[src/rtl/mips_pkg.sv]
// Shared definitions for the MIPS-32 fetch path: address width default,
// instruction word width and the fetch sequencer state encoding.
package mips_pkg;

   localparam int ADDR_W_DEF = 7;
   localparam int INSTR_W    = 32;

   typedef enum logic [1:0] {
      ST_IDLE = 2'd0,
      ST_RUN  = 2'd1,
      ST_HALT = 2'd2
   } fetch_state_e;

   function automatic logic word_aligned(input logic [1:0] lsb);
      return lsb == 2'b00;
   endfunction

endpackage

[src/rtl/ifetch_ctrl_if.sv]
// Fetch-side bus: instruction memory read port, redirect request and the
// valid/ready slot presented to decode.
interface ifetch_ctrl_if #(
   parameter int ADDR_W = mips_pkg::ADDR_W_DEF
);
   import mips_pkg::*;

   logic [ADDR_W-1:0]  imem_addr;
   logic [INSTR_W-1:0] imem_data;
   logic               redirect_valid;
   logic [ADDR_W-1:0]  redirect_target;
   logic               if_valid;
   logic               if_ready;
   logic [INSTR_W-1:0] if_instr;
   logic [ADDR_W-1:0]  if_pc;
   logic [ADDR_W-1:0]  if_pc4;

   modport master (
      output imem_addr,
      input  imem_data,
      input  redirect_valid,
      input  redirect_target,
      output if_valid,
      input  if_ready,
      output if_instr,
      output if_pc,
      output if_pc4
   );

   modport slave (
      input  imem_addr,
      output imem_data,
      output redirect_valid,
      output redirect_target,
      input  if_valid,
      output if_ready,
      input  if_instr,
      input  if_pc,
      input  if_pc4
   );

endinterface

[src/rtl/ifetch_ctrl_pc_reg.sv]
// Program counter register: load has priority over increment, otherwise hold.
// Arithmetic wraps naturally at 2^ADDR_W.
module pc_reg #(
   parameter int ADDR_W   = 7,
   parameter int RESET_PC = 0
) (
   input  logic              clk,
   input  logic              rst_n,
   input  logic              load,
   input  logic [ADDR_W-1:0] load_val,
   input  logic              inc,
   output logic [ADDR_W-1:0] pc
);

   logic [ADDR_W-1:0] pc_q;
   logic [ADDR_W-1:0] pc_d;

   always_comb begin
      pc_d = pc_q;
      if (load) begin
         pc_d = load_val;
      end else if (inc) begin
         pc_d = pc_q + ADDR_W'(4);
      end
   end

   always_ff @(posedge clk or negedge rst_n) begin
      if (!rst_n) begin
         pc_q <= ADDR_W'(RESET_PC);
      end else begin
         pc_q <= pc_d;
      end
   end

   assign pc = pc_q;

endmodule

[src/rtl/ifetch_ctrl.sv]
// Instruction-fetch sequencer: owns the PC, registers the memory word into a
// single valid/ready slot, and handles redirects, stalls and end-of-program.
//
// state   | meaning
// IDLE    | waiting for run, no fetch
// RUN     | fetching while PC <= LAST_PC
// HALT    | past end of program or misaligned redirect; only a redirect leaves
module ifetch_ctrl
   import mips_pkg::*;
#(
   parameter int ADDR_W   = ADDR_W_DEF,
   parameter int RESET_PC = 0,
   parameter int LAST_PC  = 16
) (
   input  logic          clk,
   input  logic          rst_n,
   input  logic          run,
   ifetch_ctrl_if.master bus,
   output logic          halted,
   output logic          err_misalign,
   output logic [15:0]   fetch_count
);

   fetch_state_e       state_q, state_d;
   logic               if_valid_q, if_valid_d;
   logic [INSTR_W-1:0] if_instr_q, if_instr_d;
   logic [ADDR_W-1:0]  if_pc_q, if_pc_d;
   logic [ADDR_W-1:0]  if_pc4_q, if_pc4_d;
   logic               halted_q, halted_d;
   logic               err_q, err_d;
   logic [15:0]        fetch_count_q, fetch_count_d;

   logic [ADDR_W-1:0]  pc;
   logic               pc_load;
   logic               pc_inc;
   logic               accept;
   logic               slot_free;
   logic               pc_in_range;

   pc_reg #(
      .ADDR_W   (ADDR_W),
      .RESET_PC (RESET_PC)
   ) u_pc_reg (
      .clk      (clk),
      .rst_n    (rst_n),
      .load     (pc_load),
      .load_val (bus.redirect_target),
      .inc      (pc_inc),
      .pc       (pc)
   );

   assign accept      = if_valid_q && bus.if_ready;
   assign slot_free   = !if_valid_q || bus.if_ready;
   assign pc_in_range = pc <= ADDR_W'(LAST_PC);

   always_comb begin
      state_d       = state_q;
      if_valid_d    = if_valid_q;
      if_instr_d    = if_instr_q;
      if_pc_d       = if_pc_q;
      if_pc4_d      = if_pc4_q;
      err_d         = err_q;
      pc_load       = 1'b0;
      pc_inc        = 1'b0;
      fetch_count_d = fetch_count_q + {15'd0, accept};

      // Redirect wins over everything outside IDLE, flushing even an accepted slot.
      if (state_q != ST_IDLE && bus.redirect_valid) begin
         if_valid_d = 1'b0;
         if (word_aligned(bus.redirect_target[1:0])) begin
            pc_load = 1'b1;
            state_d = ST_RUN;
         end else begin
            err_d   = 1'b1;
            state_d = ST_HALT;
         end
      end else begin
         case (state_q)
            ST_IDLE: begin
               if (run) state_d = ST_RUN;
            end
            ST_RUN: begin
               if (slot_free && pc_in_range) begin
                  if_valid_d = 1'b1;
                  if_instr_d = bus.imem_data;
                  if_pc_d    = pc;
                  if_pc4_d   = pc + ADDR_W'(4);
                  pc_inc     = 1'b1;
               end else if (slot_free) begin
                  if_valid_d = 1'b0;
                  state_d    = ST_HALT;
               end
            end
            ST_HALT: begin
               if (accept) if_valid_d = 1'b0;
            end
            default: state_d = ST_IDLE;
         endcase
      end

      halted_d = (state_d == ST_HALT);
   end

   always_ff @(posedge clk or negedge rst_n) begin
      if (!rst_n) begin
         state_q       <= ST_IDLE;
         if_valid_q    <= 1'b0;
         if_instr_q    <= '0;
         if_pc_q       <= '0;
         if_pc4_q      <= '0;
         halted_q      <= 1'b0;
         err_q         <= 1'b0;
         fetch_count_q <= '0;
      end else begin
         state_q       <= state_d;
         if_valid_q    <= if_valid_d;
         if_instr_q    <= if_instr_d;
         if_pc_q       <= if_pc_d;
         if_pc4_q      <= if_pc4_d;
         halted_q      <= halted_d;
         err_q         <= err_d;
         fetch_count_q <= fetch_count_d;
      end
   end

   assign bus.imem_addr = pc;
   assign bus.if_valid  = if_valid_q;
   assign bus.if_instr  = if_instr_q;
   assign bus.if_pc     = if_pc_q;
   assign bus.if_pc4    = if_pc4_q;
   assign halted        = halted_q;
   assign err_misalign  = err_q;
   assign fetch_count   = fetch_count_q;

endmodule

[src/flat_wrapper.sv]
// flat-port wrapper written by rule: the top's interface ports become plain ports
module ifetch_ctrl_flat import mips_pkg::*;
#(
   parameter int ADDR_W   = ADDR_W_DEF,
   parameter int RESET_PC = 0,
   parameter int LAST_PC  = 16
)
  (clk, rst_n, run, halted, err_misalign, fetch_count, bus_imem_addr, bus_imem_data, bus_redirect_valid, bus_redirect_target, bus_if_valid, bus_if_ready, bus_if_instr, bus_if_pc, bus_if_pc4);
  ifetch_ctrl_if #(.ADDR_W(ADDR_W)) bus_i ();
  input  logic clk;
  input  logic rst_n;
  input  logic run;
  output logic halted;
  output logic err_misalign;
  output logic [15:0] fetch_count;
  output wire logic [$bits(bus_i.imem_addr)-1:0] bus_imem_addr;
  input wire logic [$bits(bus_i.imem_data)-1:0] bus_imem_data;
  input wire logic [$bits(bus_i.redirect_valid)-1:0] bus_redirect_valid;
  input wire logic [$bits(bus_i.redirect_target)-1:0] bus_redirect_target;
  output wire logic [$bits(bus_i.if_valid)-1:0] bus_if_valid;
  input wire logic [$bits(bus_i.if_ready)-1:0] bus_if_ready;
  output wire logic [$bits(bus_i.if_instr)-1:0] bus_if_instr;
  output wire logic [$bits(bus_i.if_pc)-1:0] bus_if_pc;
  output wire logic [$bits(bus_i.if_pc4)-1:0] bus_if_pc4;
  assign bus_imem_addr = bus_i.imem_addr;
  assign bus_i.imem_data = bus_imem_data;
  assign bus_i.redirect_valid = bus_redirect_valid;
  assign bus_i.redirect_target = bus_redirect_target;
  assign bus_if_valid = bus_i.if_valid;
  assign bus_i.if_ready = bus_if_ready;
  assign bus_if_instr = bus_i.if_instr;
  assign bus_if_pc = bus_i.if_pc;
  assign bus_if_pc4 = bus_i.if_pc4;
  ifetch_ctrl #(.ADDR_W(ADDR_W), .RESET_PC(RESET_PC), .LAST_PC(LAST_PC)) u_core (.clk(clk), .rst_n(rst_n), .run(run), .bus(bus_i), .halted(halted), .err_misalign(err_misalign), .fetch_count(fetch_count));
endmodule
[config.mk]
export PLATFORM = sky130hd
export DESIGN_NAME = ifetch_ctrl_flat
export DESIGN_NICKNAME = d
export VERILOG_FILES = /design/src/rtl/mips_pkg.sv /design/src/rtl/ifetch_ctrl_if.sv /design/src/rtl/ifetch_ctrl_pc_reg.sv /design/src/rtl/ifetch_ctrl.sv /design/src/flat_wrapper.sv
export SDC_FILE = /design/constraint.sdc
export NUM_CORES = 1
export LEC_CHECK = 0
export CELL_PAD_IN_SITES_DETAIL_PLACEMENT = 0
export CELL_PAD_IN_SITES_GLOBAL_PLACEMENT = 1
export CORE_ASPECT_RATIO = 1.5
export CORE_MARGIN = 5
export CORE_UTILIZATION = 38
export CTS_BUF_LIST = sky130_fd_sc_hd__clkbuf_8
export DETAILED_ROUTE_END_ITERATION = 10
export HOLD_SLACK_MARGIN = 0.06
export PLACE_DENSITY = 0.86
export SLEW_MARGIN = 20
export SYNTH_ARGS = -nofsm -noshare
export SYNTH_HDL_FRONTEND = slang
export SYNTH_SLANG_ARGS = --single-unit
[constraint.sdc]
create_clock -name clk -period 4.9 [get_ports clk]
set_input_delay 0.98 -clock clk [delete_from_list [all_inputs] [get_ports clk]]
set_output_delay 0.98 -clock clk [all_outputs]
set_load 0.02 [all_outputs]
# Word level (Yosys, flattened, before mapping)
# Cells that the tools add are included.
# totals
reg_bits,74
word_cells,50
# op_classes
n_reduce_logical,13
n_addsub,2
n_eq_ne,5
n_mux,18
n_bitwise,2
order_cmp,1
# op_table
operator,n
adder 16 x 1 -> 16 bit,1
2-to-1 mux 7 bit,2
2-to-1 mux 2 bit,5
2-to-1 mux 1 bit,9
"adder 7 x 3 -> 7 bit, second input constant",1
"<= comparator 7 x 5 -> 1 bit, second input constant",1
case mux 2 bit (3 select lines),1
AND reduction 3 bit,2
"equality test 2 bit, second input constant",2
logical NOT 2 bit,2
"!= test 4 x 1 -> 1 bit, second input constant",1
nonzero test 2 bit,2
logical AND 1 bit,3
"!= test 3 x 1 -> 1 bit, second input constant",1
nonzero test 3 bit,1
"equality test 2 x 1 -> 1 bit, second input constant",1
inverter 1 bit,2
case mux 1 bit (2 select lines),1
AND reduction 2 bit,1
logical NOT 1 bit,1
logical OR 1 bit,1

# Depth between registers and ports, before layout
# logic_depth
depth_word,8
ltp_mapped,8

# Modules after synthesis
# From an unflattened synthesis, not the netlist that was laid out.
# hier_totals
cells_unflattened,215
hier_area_um2,3115.5
# by_module_without_submodules
module,seq_area_each_um2,cells_each,n_inst,area_per_inst_um2
ifetch_ctrl,1626.6,187,1,2792.7
pc_reg,175.2,28,1,322.8

# Worst setup path after synthesis
# No wires, ideal clock.
# synth_path
path_kind,input to register
start,input port bus_if_ready
end,"register u_core.fetch_count_q[10], in the netlist u_core.fetch_count[10]"
path_slack_ps,2764
arrival_time_ps,2003
cell_stages,6
t_required_ps,4766
setup_ps,134
path_cell_list,and2_1 ha_1 ha_1 and2_0 and2_1 xor2_1
# synth_via
elab_chain_len,2
# synth_rtl
item,line_no,text
from (decl),flat_wrapper.sv:21,input wire logic [$bits(bus_i.if_ready)-1:0] bus_if_ready;
logical AND 1 bit,ifetch_ctrl.sv:52,assign accept = if_valid_q && bus.if_ready;
adder 16 x 1 -> 16 bit,ifetch_ctrl.sv:65,"fetch_count_d = fetch_count_q + {15'd0, accept};"
net u_core.fetch_count_d[10],ifetch_ctrl.sv:31,"logic [15:0] fetch_count_q, fetch_count_d;"
to (signal assigned),ifetch_ctrl.sv:122,fetch_count_q <= fetch_count_d;
to (decl),ifetch_ctrl.sv:31,
# The timed path passes the listed nets, and every way through them passes these cells.
# A chain may end at the register's enable or synchronous reset.

# Final worst setup path
# layout_path
start,input port bus_if_ready
end,"register u_core.if_instr_q[6], in the netlist u_core.bus.if_instr[6]"
# layout_via
elab_chain_len,3
# layout_rtl
item,line_no,text
logical OR 1 bit,ifetch_ctrl.sv:53,assign slot_free = !if_valid_q || bus.if_ready;
logical AND 1 bit,ifetch_ctrl.sv:83,if (slot_free && pc_in_range) begin
AND reduction 3 bit (no line),n/a,
to (signal assigned),ifetch_ctrl.sv:117,if_instr_q <= if_instr_d;
to (decl),ifetch_ctrl.sv:26,"logic [INSTR_W-1:0] if_instr_q, if_instr_d;"
# No other way between the ends.

==> results.md <==
- Outcome: completed
- Maximum Capacitance Violations: 0
- Ant. Diodes: 0
- IO Pins: about 120
- Tmin final: 2.95 ns
- Power, Total: between 2 and 3 mW
- Setup Buffers After CTS: 0
- RSZ-0062 raised after global routing: false
- Maximum clock path buffer count: 2
- Hold Path End: u_core.err_misalign
- Die ar.: about 10000 sq um
- Fmax: 339 MHz
- Final Hold Viols: 0
- CTS sink count: 72
- Initial drt markers: 64
- Leakage: roughly 2 nW
- Initial Util: between 30% and 40%
- Row count: 40
- Pin count of the biggest net entering global routing: 73
- Reg2reg end: u_core.bus.if_instr[6]
- DRT antenna net count: 0
- Core area: 7960 sq um
- Hold_buf cts: 0
- CTS tree: done
- Worst setup SP type: input port
- Setup CP Type: input port to flip-flop
- Cell Area, Placed: 4300 sq um
- Worst hold start: u_core.err_misalign
- Hold path cells: 1
- Worst r2r src: u_core.state_q[1]
- Synth Warn #: 0
- Vias in the first global route: between 2000 and 2500
- Synth Register Bits: 72
- Crit. End Element: flip-flop
- DRC viols: 0
- Post-Route WL: ~7000 microns
- Clk pin slew, worst setup/hold paths: 0.07 ns
- Final instance area: 4560 sq um
- All-layer global routing usage: between 10% and 20%
- First-pass GRT wire length: between 10000 and 15000 microns
- Port Buf Inserts: 115
- Worst Skew: around 0.0076 ns
- Fin. max-slew vios: 0
- Skew-Pair Late Insertion Delay: 0.35 ns
- GRT Residual Overflow: 0
- Netlist cell types: 38
- DP HPWL: 5150 microns
- Die height: between 100 and 150 microns
- Worst slew pin tran: approximately 0.90 ns
- Die W: between 80 and 90 microns
- Net Count, Synth: between 200 and 300
- Final RePlAce weighted congestion: between 0.7 and 0.8
- Critical path startpoint: bus_if_ready
- Reg2reg setup slack: about 2.2 ns
- Layout filler cell count: 657
- Critical Path AT: approximately 3.2 ns
- Post-DR wirelength/cell: around 15 microns
- Avg Vias per Cell: roughly 4.7
- Largest register FFs: 32
- CP required: around 5.1 ns
- VDD IR max: 237 uV
- Worst hold path class: flip-flop to flip-flop
- Final period utilization: approximately three fifths
- Core Util, Final: 57.3%
- Final nets: 400
- Post-CTS sizing: 0
- Relative slew slack: about 40%
- Syn_area_per_cell: between 10 and 15 sq um
- DR vias: between 2000 and 2500
- Count of final setup violators: 0
- H-tree depth: 3
- Seq/Total Area, Yosys: 58.8%
- Initial antenna violation count: 0
- Drt pass-1 iters: 4
- R2R depth: 7
- Fin worst setup slack: about 2 ns
- Root buffer cell: clkbuf_8
- P&R area growth vs syn: 48.8%
- Setup TNS Final: 0 ns
- Area of the mapped netlist: roughly 3100 sq um
- Syn Inst Count: 230
- Layout cells sized above 1: a little over an eighth
- Cts bufs inserted: 9
- DP Worst Slack: 1.55 ns
- Crit path max fanout: 23
- PwrDens: between 500 and 600 nW/um^2
-- cell usage in the layout, fill, tap and decap left out, types with 4 or more instances in the layout --
| cell | instances |
|---|---|
| nand2_1 | 8 |
| nor2_1 | 8 |
| mux2_2 | 24 |
| dfrtp_1 | 72 |
| ha_1 | 8 |
| nand3_1 | 11 |
| nor2b_1 | 4 |
| nand2b_1 | 4 |
| inv_1 | 8 |
| mux2_1 | 15 |
| o21ai_0 | 6 |
| xnor2_1 | 13 |
| clkdlybuf4s50_1 | 114 |
| and2_1 | 5 |
| nand4_1 | 4 |
| clkbuf_8 | 11 |
-- kinds of logic after synthesis --
family	after synthesis	share of synthesized area, %
flip-flops	72	58.8
multiplexers	41	15.0
AO/OA/AOI/OAI	22	5.31
XOR/XNOR	16	4.57
adder cells (fa/ha/maj)	8	3.27
AND/OR/NAND/NOR	54	9.84
buffers and inverters	17	3.23
-- per-stage QoR --
step                      hold slack, ns  std cells
final                              0.475        458
after global routing               0.495        458
after CTS                          0.479        458
after detailed placement           0.452        442
after global placement             0.457        442
after floorplan                    0.582        230
-- routing by layer --
layer / wire length (microns) / vias to the layer above / track usage (%)
met3: 382 / 14 / 3.78
met4: 193 / 0 / 7.87
li1: - / 1030 / -
met1: 2740 / 1046 / 16.4
met2: 3590 / 61 / 23.8
met5: 0 / - / 0
-- cells in the mapped netlist (all sizes together) --
master / n / area (sq um)
o311ai: 1 / 8.76
nor4b: 1 / 8.76
a311o: 1 / 10.0
inv: 8 / 30.0
and3: 3 / 18.8
or3b: 1 / 11.3
a22oi: 3 / 22.5
clkbuf: 2 / 7.51
nor2: 8 / 30.0
xor2: 3 / 26.3
dfrtp: 72 / 1800
a31o: 1 / 8.76
mux2i: 2 / 20.0
nand3: 11 / 55.1
ha: 8 / 100
and2: 6 / 37.5
o31ai: 1 / 7.51
a21oi: 4 / 23.8
nand3b: 2 / 15.0
xnor2: 13 / 114
a21boi: 1 / 18.8
nand4: 4 / 25.0
nor2b: 4 / 25.0
a211o: 2 / 17.5
nand2: 9 / 41.3
nand2b: 4 / 25.0
a21o: 1 / 7.51
mux2: 39 / 439
o21ai: 6 / 30.0
buf: 7 / 61.3
and4: 1 / 8.76
a211oi: 1 / 7.51
-- where the power goes --
group	leakage (nW)	internal, mW	total, mW	switching [mW]
Combinational	0.950	0.600	1.17	0.567
Sequential	0.916	0.802	0.943	0.141
Clock	0.126	0.365	0.584	0.219
Total	1.99	1.77	2.69	0.927
-- layout make-up --
cell class | instances | area, sq um | area share, %
Sequential cell | 72 | 1800 | 39.5
Tap cell | 105 | 131 | 2.88
Inverter | 8 | 30.0 | 0.659
Timing Repair Buffer | 116 | 1160 | 25.4
Clock inverter | 5 | 103 | 2.25
Multi-Input combinational cell | 141 | 1190 | 26.0
Clock buffer | 11 | 151 | 3.32
-- worst max-delay path by stage --
| stage | end | slack, ns | cells after the start |
|---|---|---|---|
| 4_1_cts | u_core.bus.if_instr[0] | 1.93 | 6 |
| 2_1_floorplan | u_core.fetch_count[10] | 2.76 | 6 |
| 6_report | u_core.bus.if_instr[6] | 1.95 | 6 |
| 3_5_place_dp | u_core.bus.if_instr[4] | 1.55 | 6 |
| 3_3_place_gp | u_core.bus.if_instr[28] | 1.62 | 6 |
| 5_1_grt | u_core.bus.if_pc4[5] | 1.82 | 6 |
-- critical path: stages --
cell	delay [ns]
clkdlybuf4s50_1	0.50
nand2b_1	0.17
nand4_1	0.18
a21oi_4	0.61
buf_4	0.36
mux2_2	0.36
Note: power is estimated with default switching activity, not from simulation.
